===== config.mk =====
export PLATFORM = sky130hd
export DESIGN_NAME = iter_shift_unit_flat
export DESIGN_NICKNAME = d
export VERILOG_FILES = /design/src/rtl/iter_shift_if.sv /design/src/rtl/iter_shift_unit.sv /design/src/flat_wrapper.sv
export SDC_FILE = /design/constraint.sdc
export NUM_CORES = 1
export LEC_CHECK = 0
export CAP_MARGIN = 40
export CORE_MARGIN = 10
export CORE_UTILIZATION = 55
export DETAILED_ROUTE_END_ITERATION = 16
export PLACE_DENSITY_LB_ADDON = 0.12
export SKIP_LAST_GASP = 1
export SLEW_MARGIN = 5
export SYNTH_ARGS = -nofsm -noshare
export SYNTH_HDL_FRONTEND = slang
export SYNTH_SLANG_ARGS = --single-unit

===== constraint.sdc =====
create_clock -name clk -period 3.3 [get_ports clk]
set_input_delay 0.99 -clock clk [delete_from_list [all_inputs] [get_ports clk]]
set_output_delay 0.99 -clock clk [all_outputs]
set_load 0.02 [all_outputs]

===== src/rtl/iter_shift_if.sv =====
// Request/response bundle between the ALU issue logic and the iterative shift unit.
// The issue side drives the request; the shift unit returns status and the result.
interface iter_shift_if #(
    parameter int WIDTH   = 32,
    parameter int SHAMT_W = 5
);
    logic               start;
    logic [1:0]         op;
    logic [WIDTH-1:0]   a;
    logic [SHAMT_W-1:0] shamt;
    logic               busy;
    logic               done;
    logic [WIDTH-1:0]   result;
    logic               carry_out;

    modport master (
        output start, op, a, shamt,
        input  busy, done, result, carry_out
    );

    modport slave (
        input  start, op, a, shamt,
        output busy, done, result, carry_out
    );
endinterface


===== src/rtl/iter_shift_unit.sv =====
// Multi-cycle shift/rotate unit: one bit position per clock, result and carry
// returned with a single-cycle done pulse. Latency is shamt+1 cycles.
module iter_shift_unit #(
    parameter int WIDTH   = 32,
    parameter int SHAMT_W = 5
) (
    input  logic        clk,
    input  logic        rst_n,
    iter_shift_if.slave bus
);
    typedef enum logic [1:0] {
        S_IDLE,
        S_SHIFT,
        S_DONE
    } state_e;

    typedef enum logic [1:0] {
        OP_SLL = 2'b00,
        OP_SRL = 2'b01,
        OP_SRA = 2'b10,
        OP_ROL = 2'b11
    } op_e;

    localparam logic [SHAMT_W-1:0] CNT_ONE = {{(SHAMT_W-1){1'b0}}, 1'b1};

    state_e             state;
    op_e                op_q;
    logic [WIDTH-1:0]   data;
    logic [SHAMT_W-1:0] count;
    logic               busy_q;
    logic               done_q;
    logic [WIDTH-1:0]   result_q;
    logic               carry_q;

    logic [WIDTH-1:0]   step_data;
    logic               step_carry;

    // NOTE: every output of always_comb gets a default first, so no path
    // through the case statement can leave a value held (no latch).
    always_comb begin
        step_data  = data;
        step_carry = carry_q;
        unique case (op_q)
            OP_SLL: begin
                step_data  = {data[WIDTH-2:0], 1'b0};
                step_carry = data[WIDTH-1];
            end
            OP_SRL: begin
                step_data  = {1'b0, data[WIDTH-1:1]};
                step_carry = data[0];
            end
            OP_SRA: begin
                step_data  = {data[WIDTH-1], data[WIDTH-1:1]};
                step_carry = data[0];
            end
            OP_ROL: begin
                step_data  = {data[WIDTH-2:0], data[WIDTH-1]};
                step_carry = data[WIDTH-1];
            end
        endcase
    end

    // NOTE: all state here uses non-blocking assignments so every register
    // sees the pre-edge values of the others, independent of statement order.
    always_ff @(posedge clk or negedge rst_n) begin
        if (!rst_n) begin
            state    <= S_IDLE;
            op_q     <= OP_SLL;
            data     <= '0;
            count    <= '0;
            busy_q   <= 1'b0;
            done_q   <= 1'b0;
            result_q <= '0;
            carry_q  <= 1'b0;
        end else begin
            done_q <= 1'b0;
            unique case (state)
                // DONE accepts a new request exactly like IDLE (back-to-back).
                S_IDLE, S_DONE: begin
                    busy_q <= 1'b0;
                    state  <= S_IDLE;
                    if (bus.start) begin
                        data    <= bus.a;
                        carry_q <= 1'b0;
                        if (bus.shamt == '0) begin
                            state    <= S_DONE;
                            done_q   <= 1'b1;
                            result_q <= bus.a;
                        end else begin
                            state  <= S_SHIFT;
                            busy_q <= 1'b1;
                            count  <= bus.shamt;
                            op_q   <= op_e'(bus.op);
                        end
                    end
                end
                S_SHIFT: begin
                    data    <= step_data;
                    carry_q <= step_carry;
                    count   <= count - CNT_ONE;
                    if (count == CNT_ONE) begin
                        state    <= S_DONE;
                        busy_q   <= 1'b0;
                        done_q   <= 1'b1;
                        result_q <= step_data;
                    end
                end
                default: begin
                    state  <= S_IDLE;
                    busy_q <= 1'b0;
                end
            endcase
        end
    end

    assign bus.busy      = busy_q;
    assign bus.done      = done_q;
    assign bus.result    = result_q;
    assign bus.carry_out = carry_q;
endmodule


===== src/flat_wrapper.sv =====
// flat-port wrapper written by rule: the top's interface ports become plain ports
module iter_shift_unit_flat 
#(
    parameter int WIDTH   = 32,
    parameter int SHAMT_W = 5
)
  (clk, rst_n, bus_start, bus_op, bus_a, bus_shamt, bus_busy, bus_done, bus_result, bus_carry_out);
  iter_shift_if #(.WIDTH(WIDTH), .SHAMT_W(SHAMT_W)) bus_i ();
  input  logic clk;
  input  logic rst_n;
  input wire logic [$bits(bus_i.start)-1:0] bus_start;
  input wire logic [$bits(bus_i.op)-1:0] bus_op;
  input wire logic [$bits(bus_i.a)-1:0] bus_a;
  input wire logic [$bits(bus_i.shamt)-1:0] bus_shamt;
  output wire logic [$bits(bus_i.busy)-1:0] bus_busy;
  output wire logic [$bits(bus_i.done)-1:0] bus_done;
  output wire logic [$bits(bus_i.result)-1:0] bus_result;
  output wire logic [$bits(bus_i.carry_out)-1:0] bus_carry_out;
  assign bus_i.start = bus_start;
  assign bus_i.op = bus_op;
  assign bus_i.a = bus_a;
  assign bus_i.shamt = bus_shamt;
  assign bus_busy = bus_i.busy;
  assign bus_done = bus_i.done;
  assign bus_result = bus_i.result;
  assign bus_carry_out = bus_i.carry_out;
  iter_shift_unit #(.WIDTH(WIDTH), .SHAMT_W(SHAMT_W)) u_core (.clk(clk), .rst_n(rst_n), .bus(bus_i));
endmodule

# ---- Word-level counts from Yosys, hierarchy flattened
# Index checks and enable logic that the tools add are counted.
dict set report op_classes {
  addsub 1
  n_eq_ne 10
  n_mux 25
  n_bitwise 1
  reduce_logical 11
}
# op n
set ops {}
lappend ops {{two-way mux 32 bit} 4}
lappend ops {{one-hot mux 32 bit (2 select lines)} 2}
lappend ops {{one-hot mux 32 bit (4 select lines)} 1}
lappend ops {{two-way mux 5 bit} 2}
lappend ops {{one-hot mux 5 bit (2 select lines)} 1}
lappend ops {{one-hot mux 1 bit (2 select lines)} 4}
lappend ops {{two-way mux 1 bit} 7}
lappend ops {{== test 2 bit, second input constant} 3}
lappend ops {{two-way mux 2 bit} 3}
lappend ops {{AND reduction 3 bit} 2}
lappend ops {{OR reduction 2 bit} 3}
lappend ops {{== test 5 x 1 -> 1 bit, second input constant} 1}
lappend ops {{logical NOT 5 bit} 1}
lappend ops {{subtractor 5 x 1 -> 5 bit, second input constant} 1}
lappend ops {{== test 2 x 1 -> 1 bit, second input constant} 2}
lappend ops {{logical NOT 2 bit} 2}
lappend ops {{!= test 2 x 1 -> 1 bit, second input constant} 2}
lappend ops {{!= test 2 bit, second input constant} 2}
lappend ops {{one-hot mux 2 bit (2 select lines)} 1}
lappend ops {{AND reduction 4 bit} 1}
lappend ops {{AND reduction 2 bit} 1}
lappend ops {{nonzero test 2 bit} 1}
lappend ops {{NOT 1 bit} 1}
dict set report word_totals {
  ff_bits 76
  inputBits 42
  output_inout_bits 35
  word_cells 56
}

# ---- Longest topological paths before layout
dict set report depth {
  word_depth 4
  ltp_mapped 8
}

# ---- Least setup slack after synthesis
# OpenSTA, ideal clock, no wires.
dict set report synth_path {
  path_type {input to register}
  startpoint {in bus_shamt[3]}
  endpoint {reg u_core.result_q[22], in the netlist u_core.bus.result[22]}
  t_arrival_ps 2267
  required_time_ps 3177
  path_slack_ps 909
  stages 6
  path_buffers 2
  path_cell_list {or4_1 o32a_1 buf_6 buf_6 nand2_1 o21ai_1}
}
dict set report synth_between {
  elab_chain_len 3
}
# element line_no
set synth_lines {}
lappend synth_lines {{start: declaration} flat_wrapper.sv:14} ;# input wire logic [$bits(bus_i.shamt)-1:0] bus_shamt;
lappend synth_lines {{logical NOT 5 bit} iter_shift_unit.sv:85} ;# if (bus.shamt == '0) begin
lappend synth_lines {{!= test 2 x 1 -> 1 bit (no source line)} -}
lappend synth_lines {{AND reduction 4 bit (no source line)} -}
lappend synth_lines {{end signal: assignment} iter_shift_unit.sv:88} ;# result_q <= bus.a;
lappend synth_lines {{end signal: assignment} iter_shift_unit.sv:105} ;# result_q <= step_data;
lappend synth_lines {{end: declaration} iter_shift_unit.sv:32} ;# logic [WIDTH-1:0] result_q;
# No other way between the ends.
# A chain may end at the register's enable or synchronous reset.

# ---- Worst setup path in the final report
dict set report layout_path {
  startpoint {in bus_shamt[3]}
  endpoint {reg u_core.result_q[0], in the netlist u_core.bus.result[0]}
}
# Same word-level chain as after synthesis.

==> impl_metrics.ini <==
[outcome]
status = finished, final reports clean

[setup_path]
crit_path_max_fanout = 65
reg2regPathDepth = 6
critical-path-slowest-cell = sky130_fd_sc_hd__or4_1
arrival_ns = 2.87
worstPathRequired_ns = 3.56
critical_path.max_stage_delay_ns = 0.54
start_kind = primary input
timing.critical_path.cells = clkdlybuf4s50_1, or4_1, o32a_2, buf_12, nor2b_1, a31oi_1
critPathKind = primary input to register
setup.worst_path.end_class = register

[power_and_ir_drop]
worst_ir_drop_vdd_v = 0.000638
leakage_nw = 1.95
power_density_mw_per_mm2 = 1150

[logic_synthesis]
post_synth_edffs = 0
ys_async_rst_share = 1.00
ys_dominant_reg_cell = sky130_fd_sc_hd__dfrtp_1
synthCells = 354
postSynthNetCount = 402
yosysSeqAreaShare = 0.536
synth_area_leaders = sky130_fd_sc_hd__dfrtp_1 54%, sky130_fd_sc_hd__o21ai_0 9.7%, sky130_fd_sc_hd__a221o_1 8.7%
synth.top_cell.area_share = 0.536
mappedNetlistArea_sq_mm = 0.00355
synthDominantAreaCellType = sky130_fd_sc_hd__dfrtp_1
ys_seq_elements = 76
yosys_warnings = 0
post_synth.cell_area_avg_sq_um = 10.0
synth.distinct_cells = 32

[min_path]
hold_path_depth = 2
min_path_type = register to register

[routing]
average_detailed_routed_wire_length_per_instance_microns = 17.4
ant_nets = 0
drt_first_iter_violations = 147
detail_route.vias_per_cell = 5.85
drc = 0
detailedRoute.firstPassIterationCount = 5
route.vias.total = 2926
finalWirelength_mm = 8.72

[sta]
fmax_mhz = 383
share_of_the_clock_period_used_by_the_worst_path = 0.790
fin_setup_tns_ns = 0
timing_hold_violations_final = 0
setup_repair_after_global_routing_missed_its_margin = no
worst_slew_pin_slew_ns = 0.780
final_max_slew_viol_count = 0
setup_viol = 0
slew_headroom = 0.480
finalWorstPathRequiredPeriod_ns = 2.61
whs_ns = 0.476
finalClockSkew_ns = 0.0101

[placement]
dp_cells = 484
port_buffers = 76
globalplace.congestion = 0.778
dpl.hpwl_mm = 5.85

[floorplan]
pin_count = 77
die_width_microns = 100
floorplan.die_area_sq_mm = 0.0101
initial_core_util = 0.562
fp.dieH_microns = 100
fp-row-count = 29
floorplan.core_area_sq_mm = 0.00631

[cts]
cts_tree = yes
cts.htree.levels = 3
ctsRootBufferMaster = sky130_fd_sc_hd__clkbuf_8
clk-insertion-delay-late_ns = 0.34
cts_buffers = 9
hold_buffers = 0
worst_setup_hold_path_clk_slew_ns = 0.07
clock_sinks = 76
cts_setup_buffers = 0
clock_tree.buffer_depth = 2
cts_resized = 0

[finish]
final.fill_count = 481
antenna_cells_inserted = 0
layout.nets = 466
post_layout_nonfiller_instances = 500
final_common_cell = sky130_fd_sc_hd__dfrtp_1
most-common-layout-cells = 76 x sky130_fd_sc_hd__dfrtp_1, 75 x sky130_fd_sc_hd__clkdlybuf4s50_1, 70 x sky130_fd_sc_hd__nand2_1
area_growth_pct = 29.4
share_of_final_layout_standard_cells_stronger_than_drive_strength_1 = 0.118

[grt]
globalRouteOverflowTotal = 0
pin_count_of_the_biggest_net_entering_global_routing = 66
first_global_vias = 2945
antenna_found_initial = 0
grt_pass1_wl_mm = 14.5
grt.total_usage = 0.174

[flow_run]
timing.max_cap.violations = 0
-- synth_stat cells (2+ instances only) --
cell type	number
sky130_fd_sc_hd__inv_1	6
sky130_fd_sc_hd__nor2b_1	4
sky130_fd_sc_hd__o21ba_2	2
sky130_fd_sc_hd__nand2b_1	2
sky130_fd_sc_hd__o21ai_1	13
sky130_fd_sc_hd__nor3_1	2
sky130_fd_sc_hd__a221o_1	31
sky130_fd_sc_hd__o21ai_0	69
sky130_fd_sc_hd__o21ai_2	18
sky130_fd_sc_hd__buf_6	6
sky130_fd_sc_hd__mux2i_1	2
sky130_fd_sc_hd__o221a_2	2
sky130_fd_sc_hd__dfrtp_1	76
sky130_fd_sc_hd__nand2_1	70
sky130_fd_sc_hd__a21oi_1	5
sky130_fd_sc_hd__ha_1	6
sky130_fd_sc_hd__clkbuf_1	21
sky130_fd_sc_hd__nor2_1	4
sky130_fd_sc_hd__mux2_2	2
-- routing by layer --
layer | track usage | wire (microns) | part of all wire | vias to the layer above
met5 | 0 | 0 | 0 | -
met4 | 0.0609 | 95 | 0.011 | 0
met3 | 0.0495 | 669 | 0.077 | 11
met2 | 0.269 | 4140 | 0.47 | 103
met1 | 0.227 | 3810 | 0.44 | 1402
li1 | - | - | - | 1410
-- area by class of cell --
class / count / area (sq um) / area share
Sequential cell: 76 / 1900 / 0.414
Multi-Input combinational cell: 243 / 1480 / 0.322
Timing Repair Buffer: 82 / 841 / 0.183
Clock buffer: 12 / 155 / 0.0338
Tap cell: 77 / 96.3 / 0.0210
Clock inverter: 4 / 95.1 / 0.0207
Inverter: 6 / 22.5 / 0.00490
-- final timing paths --
path	slack, ns	endpoint	start
max in group asynchronous	2.12	u_core.data[17]	rst_n
min reg2reg	0.48	u_core.bus.result[5]	u_core.bus.result[5]
max	0.69	u_core.bus.result[0]	bus_shamt[3]
max reg2reg	1.18	u_core.data[20]	u_core.op_q[0]
min in group asynchronous	0.59	u_core.bus.result[28]	rst_n
min	0.48	u_core.bus.result[5]	u_core.bus.result[5]
-- critical path, delay by kind of cell --
family	cells	cell delay, ns
AND/OR/NAND/NOR	2	0.70
buffers and inverters	2	0.62
AO/OA/AOI/OAI	2	0.53
-- per-stage QoR --
stage	utilization	setup slack, ns	total power, W	instance area [sq um]
after floorplan	-	0.909	0.00350	3550
after global placement	0.685	0.373	0.00433	4320
after detailed placement	0.688	0.324	0.00441	4340
after CTS	0.727	0.694	0.00532	4590
after global routing	0.727	0.584	0.00569	4590
final	0.727	0.692	0.00530	4590
-- sequential cells by signal, summed over array words and instances (netlist names) --
register / count
u_core.bus.done: 1
u_core.count: 5
u_core.bus.busy: 1
u_core.bus.result: 32
u_core.op_q: 2
u_core.bus.carry_out: 1
u_core.data: 32
u_core.state: 2
-- power by group --
| part | leakage [nW] | total, W | internal [W] | switching, W |
|---|---|---|---|---|
| registers | 0.969 | 0.00173 | 0.00139 | 0.000336 |
| logic | 0.855 | 0.00269 | 0.00117 | 0.00152 |
| clock network | 0.127 | 0.000873 | 0.000543 | 0.000330 |
-- cell families after synthesis --
family,after synthesis,synth area share
AO/OA/AOI/OAI,144,0.276
AND/OR/NAND/NOR,89,0.105
flip-flops,76,0.536
buffers and inverters,35,0.0501
adder cells (fa/ha/maj),6,0.0212
multiplexers,4,0.0120
(Power assumes the default switching activity.)
